[src/rtl/tmds_encode_multi_pkg.sv]
`default_nettype none
// ============================================================================
//  Package     : hdmi_tmds_pkg
//  Description : Shared definitions for the multi-lane TMDS encoder:
//                symbol-mode encodings, control tokens, guard-band words,
//                TERC4 lookup, popcount and 8b/9b transition-minimising
//                helpers, and the lane-count range check.
//  Revision    : 1.0  initial release
// ============================================================================
package hdmi_tmds_pkg;

    // Per-cycle symbol mode, shared by every lane.
    typedef enum logic [1:0] {
        MODE_CTRL  = 2'd0,
        MODE_VIDEO = 2'd1,
        MODE_TERC4 = 2'd2,
        MODE_GUARD = 2'd3
    } tmds_mode_e;

    // Control-period tokens, indexed by {c1,c0}.
    localparam logic [9:0] c_ctrl_tok_00 = 10'b1101010100;
    localparam logic [9:0] c_ctrl_tok_01 = 10'b0010101011;
    localparam logic [9:0] c_ctrl_tok_10 = 10'b0101010100;
    localparam logic [9:0] c_ctrl_tok_11 = 10'b1010101011;

    // Guard-band words.
    localparam logic [9:0] c_gb_even = 10'b1011001100;
    localparam logic [9:0] c_gb_odd  = 10'b0100110011;

    function automatic logic [9:0] ctrl_token(input logic [1:0] c);
        logic [9:0] tok;
        case (c)
            2'b00:   tok = c_ctrl_tok_00;
            2'b01:   tok = c_ctrl_tok_01;
            2'b10:   tok = c_ctrl_tok_10;
            default: tok = c_ctrl_tok_11;
        endcase
        return tok;
    endfunction

    function automatic logic [9:0] terc4_encode(input logic [3:0] nib);
        logic [9:0] sym;
        case (nib)
            4'h0:    sym = 10'b1010011100;
            4'h1:    sym = 10'b1001100011;
            4'h2:    sym = 10'b1011100100;
            4'h3:    sym = 10'b1011100010;
            4'h4:    sym = 10'b0101110001;
            4'h5:    sym = 10'b0100011110;
            4'h6:    sym = 10'b0110001110;
            4'h7:    sym = 10'b0100111100;
            4'h8:    sym = 10'b1011001100;
            4'h9:    sym = 10'b0100111001;
            4'hA:    sym = 10'b0110011100;
            4'hB:    sym = 10'b1011000110;
            4'hC:    sym = 10'b1010001110;
            4'hD:    sym = 10'b1001110001;
            4'hE:    sym = 10'b0101100011;
            default: sym = 10'b1011000011;
        endcase
        return sym;
    endfunction

    function automatic logic [3:0] popcount8(input logic [7:0] v);
        logic [3:0] s;
        s = 4'd0;
        for (int i = 0; i < 8; i++) begin
            s = s + {3'b000, v[i]};
        end
        return s;
    endfunction

    // Transition-minimising stage: chained XOR, or XNOR when the byte is
    // ones-heavy (ties broken by bit 0). Bit 8 records which was used.
    function automatic logic [8:0] qm_encode(input logic [7:0] d, input logic [3:0] n1);
        logic       use_xnor;
        logic [8:0] q;
        use_xnor = (n1 > 4'd4) || ((n1 == 4'd4) && !d[0]);
        q        = 9'd0;
        q[0]     = d[0];
        for (int i = 1; i < 8; i++) begin
            q[i] = use_xnor ? ~(q[i-1] ^ d[i]) : (q[i-1] ^ d[i]);
        end
        q[8] = ~use_xnor;
        return q;
    endfunction

    function automatic bit ch_num_ok(input int n);
        return (n >= 1) && (n <= 4);
    endfunction

endpackage
`default_nettype wire

[src/rtl/tmds_encode_multi_if.sv]
`default_nettype none
// ============================================================================
//  Interface   : tmds_encode_multi_if
//  Description : Symbol bus between timing/packet generation and the TMDS
//                encoder. Lane i uses slice i of every vector.
//    mode     [1:0]          symbol mode shared by all lanes
//    gb_type                 guard-band flavour (0 video, 1 data island)
//    ctrl     [2*CH_NUM-1:0] {c1,c0} per lane
//    data_in  [8*CH_NUM-1:0] pixel byte per lane
//    aux_in   [4*CH_NUM-1:0] TERC4 nibble per lane
//    data_out [10*CH_NUM-1:0] encoded symbol per lane
//  Revision    : 1.0  initial release
// ============================================================================
interface tmds_encode_multi_if #(
    parameter int CH_NUM = 3
);
    logic [1:0]           mode;
    logic                 gb_type;
    logic [2*CH_NUM-1:0]  ctrl;
    logic [8*CH_NUM-1:0]  data_in;
    logic [4*CH_NUM-1:0]  aux_in;
    logic [10*CH_NUM-1:0] data_out;

    modport master (
        output mode, gb_type, ctrl, data_in, aux_in,
        input  data_out
    );

    modport slave (
        input  mode, gb_type, ctrl, data_in, aux_in,
        output data_out
    );
endinterface
`default_nettype wire

[src/rtl/tmds_encode_multi_lane.sv]
`default_nettype none
// ============================================================================
//  Module      : tmds_encode_lane
//  Description : One TMDS lane, all four symbol modes, three register stages
//                and its own running-disparity counter.
//    vga_clk    pixel clock          sys_rst_n  async active-low reset
//    mode       symbol mode          gb_type    guard-band flavour
//    ctrl       {c1,c0}              data_in    pixel byte
//    aux_in     TERC4 nibble         data_out   10-bit symbol (reset 0)
//  Revision    : 1.0  initial release
// ============================================================================
module tmds_encode_lane
    import hdmi_tmds_pkg::*;
#(
    parameter int LANE_IDX = 0
) (
    input  logic       vga_clk,
    input  logic       sys_rst_n,
    input  logic [1:0] mode,
    input  logic       gb_type,
    input  logic [1:0] ctrl,
    input  logic [7:0] data_in,
    input  logic [3:0] aux_in,
    output logic [9:0] data_out
);

    localparam bit c_lane_even = (LANE_IDX % 2) == 0;
    localparam bit c_lane_zero = (LANE_IDX == 0);

    // ---------------- S1: capture inputs, count ones of the byte -----------
    logic       r1_vld;
    logic [1:0] r1_mode;
    logic       r1_gb;
    logic [1:0] r1_ctrl;
    logic [7:0] r1_data;
    logic [3:0] r1_aux;
    logic [3:0] r1_n1;

    always_ff @(posedge vga_clk or negedge sys_rst_n) begin
        if (!sys_rst_n) begin
            r1_vld  <= 1'b0;
            r1_mode <= 2'd0;
            r1_gb   <= 1'b0;
            r1_ctrl <= 2'd0;
            r1_data <= 8'd0;
            r1_aux  <= 4'd0;
            r1_n1   <= 4'd0;
        end else begin
            r1_vld  <= 1'b1;
            r1_mode <= mode;
            r1_gb   <= gb_type;
            r1_ctrl <= ctrl;
            r1_data <= data_in;
            r1_aux  <= aux_in;
            r1_n1   <= popcount8(data_in);
        end
    end

    // ---------------- S2: q_m and its ones count ---------------------------
    logic [8:0] w_qm;
    assign w_qm = qm_encode(r1_data, r1_n1);

    logic       r2_vld;
    logic [1:0] r2_mode;
    logic       r2_gb;
    logic [1:0] r2_ctrl;
    logic [3:0] r2_aux;
    logic [8:0] r2_qm;
    logic [3:0] r2_n1;

    always_ff @(posedge vga_clk or negedge sys_rst_n) begin
        if (!sys_rst_n) begin
            r2_vld  <= 1'b0;
            r2_mode <= 2'd0;
            r2_gb   <= 1'b0;
            r2_ctrl <= 2'd0;
            r2_aux  <= 4'd0;
            r2_qm   <= 9'd0;
            r2_n1   <= 4'd0;
        end else begin
            r2_vld  <= r1_vld;
            r2_mode <= r1_mode;
            r2_gb   <= r1_gb;
            r2_ctrl <= r1_ctrl;
            r2_aux  <= r1_aux;
            r2_qm   <= w_qm;
            r2_n1   <= popcount8(w_qm[7:0]);
        end
    end

    // ---------------- S3: symbol select and DC balance ---------------------
    logic [4:0] r_cnt;      // running disparity, 5-bit two's complement
    logic [4:0] w_n1;
    logic [4:0] w_n0;
    logic [4:0] w_two_q8;   // 2*q_m[8]
    logic [4:0] w_two_nq8;  // 2*~q_m[8]
    logic       w_q8;
    logic       w_cnt_zero;
    logic       w_cnt_neg;
    logic [9:0] w_sym;
    logic [4:0] w_cnt_next;

    assign w_q8       = r2_qm[8];
    assign w_n1       = {1'b0, r2_n1};
    assign w_n0       = 5'd8 - w_n1;
    assign w_two_q8   = {3'b000, w_q8, 1'b0};
    assign w_two_nq8  = {3'b000, ~w_q8, 1'b0};
    assign w_cnt_zero = (r_cnt == 5'd0);
    assign w_cnt_neg  = r_cnt[4];

    always_comb begin
        w_sym      = 10'd0;
        w_cnt_next = 5'd0;   // every non-video symbol restarts the disparity
        case (r2_mode)
            MODE_VIDEO: begin
                if (w_cnt_zero || (w_n1 == w_n0)) begin
                    w_sym      = {~w_q8, w_q8, w_q8 ? r2_qm[7:0] : ~r2_qm[7:0]};
                    w_cnt_next = w_q8 ? (r_cnt + w_n1 - w_n0) : (r_cnt + w_n0 - w_n1);
                end else if ((!w_cnt_neg && (w_n1 > w_n0)) || (w_cnt_neg && (w_n0 > w_n1))) begin
                    w_sym      = {1'b1, w_q8, ~r2_qm[7:0]};
                    w_cnt_next = r_cnt + w_two_q8 + w_n0 - w_n1;
                end else begin
                    w_sym      = {1'b0, w_q8, r2_qm[7:0]};
                    w_cnt_next = r_cnt - w_two_nq8 + w_n1 - w_n0;
                end
            end
            MODE_TERC4: begin
                w_sym = terc4_encode(r2_aux);
            end
            MODE_GUARD: begin
                if (!r2_gb) begin
                    w_sym = c_lane_even ? c_gb_even : c_gb_odd;
                end else begin
                    // Data-island guard band: lane 0 keeps carrying TERC4
                    // (HSYNC/VSYNC/header) while the other lanes send the GB word.
                    w_sym = c_lane_zero ? terc4_encode(r2_aux) : c_gb_odd;
                end
            end
            default: begin
                w_sym = ctrl_token(r2_ctrl);
            end
        endcase
    end

    // The valid flag keeps data_out at 0 until the first sampled symbol
    // has walked through all stages after reset release.
    always_ff @(posedge vga_clk or negedge sys_rst_n) begin
        if (!sys_rst_n) begin
            data_out <= 10'd0;
            r_cnt    <= 5'd0;
        end else if (r2_vld) begin
            data_out <= w_sym;
            r_cnt    <= w_cnt_next;
        end
    end

endmodule
`default_nettype wire

[src/rtl/tmds_encode_multi.sv]
`default_nettype none
// ============================================================================
//  Module      : tmds_encode_multi
//  Description : CH_NUM-lane TMDS encoder (control / video / TERC4 / guard
//                band), fixed two-edge latency in every mode.
//    vga_clk    pixel clock
//    sys_rst_n  asynchronous active-low reset
//    bus        tmds_encode_multi_if.slave: mode, gb_type, ctrl, data_in,
//               aux_in in; data_out out (lane i = slice i)
//  Revision    : 1.0  initial release
// ============================================================================
module tmds_encode_multi
    import hdmi_tmds_pkg::*;
#(
    parameter int CH_NUM = 3
) (
    input  logic                 vga_clk,
    input  logic                 sys_rst_n,
    tmds_encode_multi_if.slave   bus
);

    if (!ch_num_ok(CH_NUM)) begin : g_ch_num_check
        $error("tmds_encode_multi: CH_NUM must be in 1..4");
    end

    logic [10*CH_NUM-1:0] w_sym;

    for (genvar i = 0; i < CH_NUM; i++) begin : g_lane
        tmds_encode_lane #(
            .LANE_IDX (i)
        ) u_lane (
            .vga_clk   (vga_clk),
            .sys_rst_n (sys_rst_n),
            .mode      (bus.mode),
            .gb_type   (bus.gb_type),
            .ctrl      (bus.ctrl[2*i +: 2]),
            .data_in   (bus.data_in[8*i +: 8]),
            .aux_in    (bus.aux_in[4*i +: 4]),
            .data_out  (w_sym[10*i +: 10])
        );
    end

    assign bus.data_out = w_sym;

endmodule
`default_nettype wire

[src/flat_wrapper.sv]
// flat-port wrapper written by rule: the top's interface ports become plain ports
module tmds_encode_multi_flat import hdmi_tmds_pkg::*;
#(
    parameter int CH_NUM = 3
)
  (vga_clk, sys_rst_n, bus_mode, bus_gb_type, bus_ctrl, bus_data_in, bus_aux_in, bus_data_out);
  tmds_encode_multi_if #(.CH_NUM(CH_NUM)) bus_i ();
  input  logic vga_clk;
  input  logic sys_rst_n;
  input wire logic [$bits(bus_i.mode)-1:0] bus_mode;
  input wire logic [$bits(bus_i.gb_type)-1:0] bus_gb_type;
  input wire logic [$bits(bus_i.ctrl)-1:0] bus_ctrl;
  input wire logic [$bits(bus_i.data_in)-1:0] bus_data_in;
  input wire logic [$bits(bus_i.aux_in)-1:0] bus_aux_in;
  output wire logic [$bits(bus_i.data_out)-1:0] bus_data_out;
  assign bus_i.mode = bus_mode;
  assign bus_i.gb_type = bus_gb_type;
  assign bus_i.ctrl = bus_ctrl;
  assign bus_i.data_in = bus_data_in;
  assign bus_i.aux_in = bus_aux_in;
  assign bus_data_out = bus_i.data_out;
  tmds_encode_multi #(.CH_NUM(CH_NUM)) u_core (.vga_clk(vga_clk), .sys_rst_n(sys_rst_n), .bus(bus_i));
endmodule
[config.mk]
export PLATFORM = sky130hd
export DESIGN_NAME = tmds_encode_multi_flat
export DESIGN_NICKNAME = d
export VERILOG_FILES = /design/src/rtl/tmds_encode_multi_pkg.sv /design/src/rtl/tmds_encode_multi_if.sv /design/src/rtl/tmds_encode_multi_lane.sv /design/src/rtl/tmds_encode_multi.sv /design/src/flat_wrapper.sv
export SDC_FILE = /design/constraint.sdc
export NUM_CORES = 1
export LEC_CHECK = 0
export ABC_AREA = 1
export ABC_CLOCK_PERIOD_IN_PS = 5400
export BUFFER_PORTS_ARGS = -buffer_cell sky130_fd_sc_hd__buf_2
export CAP_MARGIN = 15
export CELL_PAD_IN_SITES_DETAIL_PLACEMENT = 2
export CELL_PAD_IN_SITES_GLOBAL_PLACEMENT = 2
export CORE_MARGIN = 2
export CORE_UTILIZATION = 39
export CTS_BUF_LIST = sky130_fd_sc_hd__clkbuf_8
export DETAILED_ROUTE_END_ITERATION = 7
export PLACE_DENSITY_LB_ADDON = 0.12
export SYNTH_ARGS = -nofsm -noshare
export SYNTH_HDL_FRONTEND = slang
export SYNTH_SLANG_ARGS = --single-unit
export TNS_END_PERCENT = 100
[constraint.sdc]
create_clock -name vga_clk -period 5.4 [get_ports vga_clk]
set_clock_uncertainty 0.2 [all_clocks]
set_input_delay 0 -clock vga_clk [delete_from_list [all_inputs] [get_ports vga_clk]]
set_output_delay 0 -clock vga_clk [all_outputs]
set_load 0.02 [all_outputs]
==> metrics.yaml <==
post_drt_wl_per_cell_um: 20.94
finalInstanceArea_mm2: 0.01376
regArea_mm2: 0.004104
violations: "negative hold slack"
postSynthAreaPerCell_um2: 8.266
hp-class: "in -> reg"
tightest_slew_ps: 979.9
detailed_place.area_mm2: 0.01258
endpoint_kind: "flop"
drt-total-wl_um: 41520
insertedDiodeCount: 0
track_usage_pct: 27.55
whs_ps: -6.280
max_freq_ghz: 0.2289
die_y_um: 177.7
synth_ff_type: "dfrtp_1"
netlist.area_leader.share_pct: 34.86
remaining_drc_errors: 0
insertion_delay_ps: 490
port_buffers: 76
ys_ff_latch: 164
busiest_layer: "met2"
cts_resized: 0
globalRouteOverflowTotal: 0
first_global_vias: 11887
path_max_fanout: 4
rsz0062_at_grt: "false"
htree_levels: 4
hpwl_um: 27580
dieArea_mm2: 0.03159
n_fill_cell: 3300
final_cell_mix: "nand2_1, inv_1, dfrtp_1"
required_ps: 5580
mostFrequentLayoutCell: "nand2_1"
yosys_warnings: 0
numCtsBuffers: 17
yosys.area.top_type: "dfrtp_1"
finalCritPeriodShare_pct: 80.89
grt_start_max_net_pins: 99
async_flop_share_pct: 100.0
gp_congestion: 0.8385
drive_gt1_share_pct: 10.17
syn_inst: 1424
syn-cell-area_mm2: 0.01177
min_period_ps: 4368
timing.setup.tns_ps: 0
cts_tree: "yes"
relSlewSlack_pct: 34.67
setup_viol: 0
antenna_found_initial: 0
start_util_pct: 39.61
critPathKind: "reg -> reg"
clk_path_buf_depth: 2
clk_pin_slew_ps: 100
synth.area.top_cells: "dfrtp_1, ha_1, nand2_1"
synth_edf_count: 0
multiInputGateArea_mm2: 0.006531
placementRows: 63
status: "complete, but fails checks"
ctsRootBufferMaster: "clkbuf_8"
synth_seq_area_share_pct: 34.86
area_delta_synth_final_pct: 16.93
syn_nets: 1630
max-cap-violations: 0
grt_first_pass_wirelength_um: 66310
first_pass_iters: 5
drtAntennaViolNets: 0
cp-start-kind: "flop"
maxSlewViolCount: 0
fp.dieW_um: 177.7
hold_viol_final: 1
vias: 10281
critical_path_arrival_ps: 4550
vias_per_cell: 5.185
yosysUniqueCellTypes: 47
ioPinCount: 77
use_met3_pct: 3.492
dr.first_iter.drc_count: 440
post-cts-setup-buffers: 0
final_nets: 1786
ctsHoldBuffers: 79
ff2ff_setup_slack_ps: 1030
core_area_mm2: 0.02972
use_met1_pct: 34.15
cts.sinks: 164
gr-usage-met2_pct: 48.85
registers in the layout (all words and copies together), names as in the netlist, 2 cells and up:
signal / count
u_core.g_lane.u_lane.data_out: 30
u_core.g_lane.u_lane.r2_qm: 27
u_core.g_lane.u_lane.r1_data: 24
u_core.g_lane.u_lane.r_cnt: 15
u_core.g_lane.u_lane.r1_aux: 12
u_core.g_lane.u_lane.r1_n1: 12
u_core.g_lane.u_lane.r2_aux: 12
u_core.g_lane.u_lane.r2_n1: 12
u_core.g_lane.u_lane.r1_ctrl: 6
u_core.g_lane.u_lane.r2_ctrl: 6
u_core.g_lane.u_lane.r1_mode: 2
u_core.g_lane.u_lane.r2_mode: 2
metrics by stage:
step | setup WS, ps | utilization [%] | instances | hold WS (ps)
finish | 1032 | 46.32 | 1983 | -6.280
detailed placement | 1368 | 42.34 | 1872 | -90.59
global route | 809.4 | 46.32 | 1983 | 2.094
CTS | 1386 | 46.32 | 1983 | 0.9354
global placement | 1516 | 42.34 | 1872 | -92.46
floorplan | 1681 | - | 1424 | -495.6
logic make-up (layout without fill, tap and decap cells):
kind of cell	count (synthesis)	after routing	share of synthesized area (%)
compound gates	178	178	8.663
xor+xnor	96	96	7.462
fa+ha+maj	159	159	19.64
buf+inv	301	470	9.651
flops	164	164	34.86
other cells	1	1	0.03186
simple gates	525	525	19.69
path summary, 6_finish.rpt:
check                                                   start                            endpoint  cells past startpoint
max                        u_core.g_lane[2].u_lane.r1_data[0]    u_core.g_lane[2].u_lane.r2_n1[2]                     15
min                                            bus_data_in[5]  u_core.g_lane[0].u_lane.r1_data[5]                      2
max reg2reg                u_core.g_lane[2].u_lane.r1_data[0]    u_core.g_lane[2].u_lane.r2_n1[2]                     15
min reg2reg                 u_core.g_lane[1].u_lane.r1_aux[2]   u_core.g_lane[1].u_lane.r2_aux[2]                      0
max in group asynchronous                           sys_rst_n   u_core.g_lane[1].u_lane.r2_aux[1]                      3
min in group asynchronous                           sys_rst_n  u_core.g_lane[2].u_lane.r1_data[2]                      2
Yosys cell counts (all sizes together) (2+ instances only):
cell type and n:
xnor2 33, nand2 302, nor3 5, ha 116, dfrtp 164, nor2 49
a21oi 49, nand3b 12, o31ai 5, nand4 2, o21a 3, or2 22
xor2 63, a31oi 10, nand3 132, buf 5, inv 278, fa 43
o21ai 82, clkbuf 16, o211ai 11, clkinv 2, o22ai 8
metal layers:
metal	routed length (um)	share of wire [%]
met2	21120	51
met4	1370	3.3
met3	838	2.0
met1	18190	44
met5	0	0
critical path, cell delays in order (launching register included):
cell,delay [ps]
dfrtp_1,450
xnor2_1,300
nand2_1,130
nand2_1,190
xor2_1,290
nand2_1,130
nand2_1,150
inv_1,90
fa_1,540
inv_1,80
fa_1,480
fa_1,500
ha_1,170
inv_1,60
fa_1,370
xnor2_1,130
final cells by class:
cell class              instances  area share (%)
multi-input cells             959           47.45
flip-flops and latches        164           29.82
repair buffers                158           8.717
inverters                     280           7.636
well taps                     390           3.545
clock buffers                  17           1.700
clock inverters                15           1.136
Power is left out: the tool's default activity adds up to more than one toggle a clock period on the data nets, which glitch-free logic cannot reach.
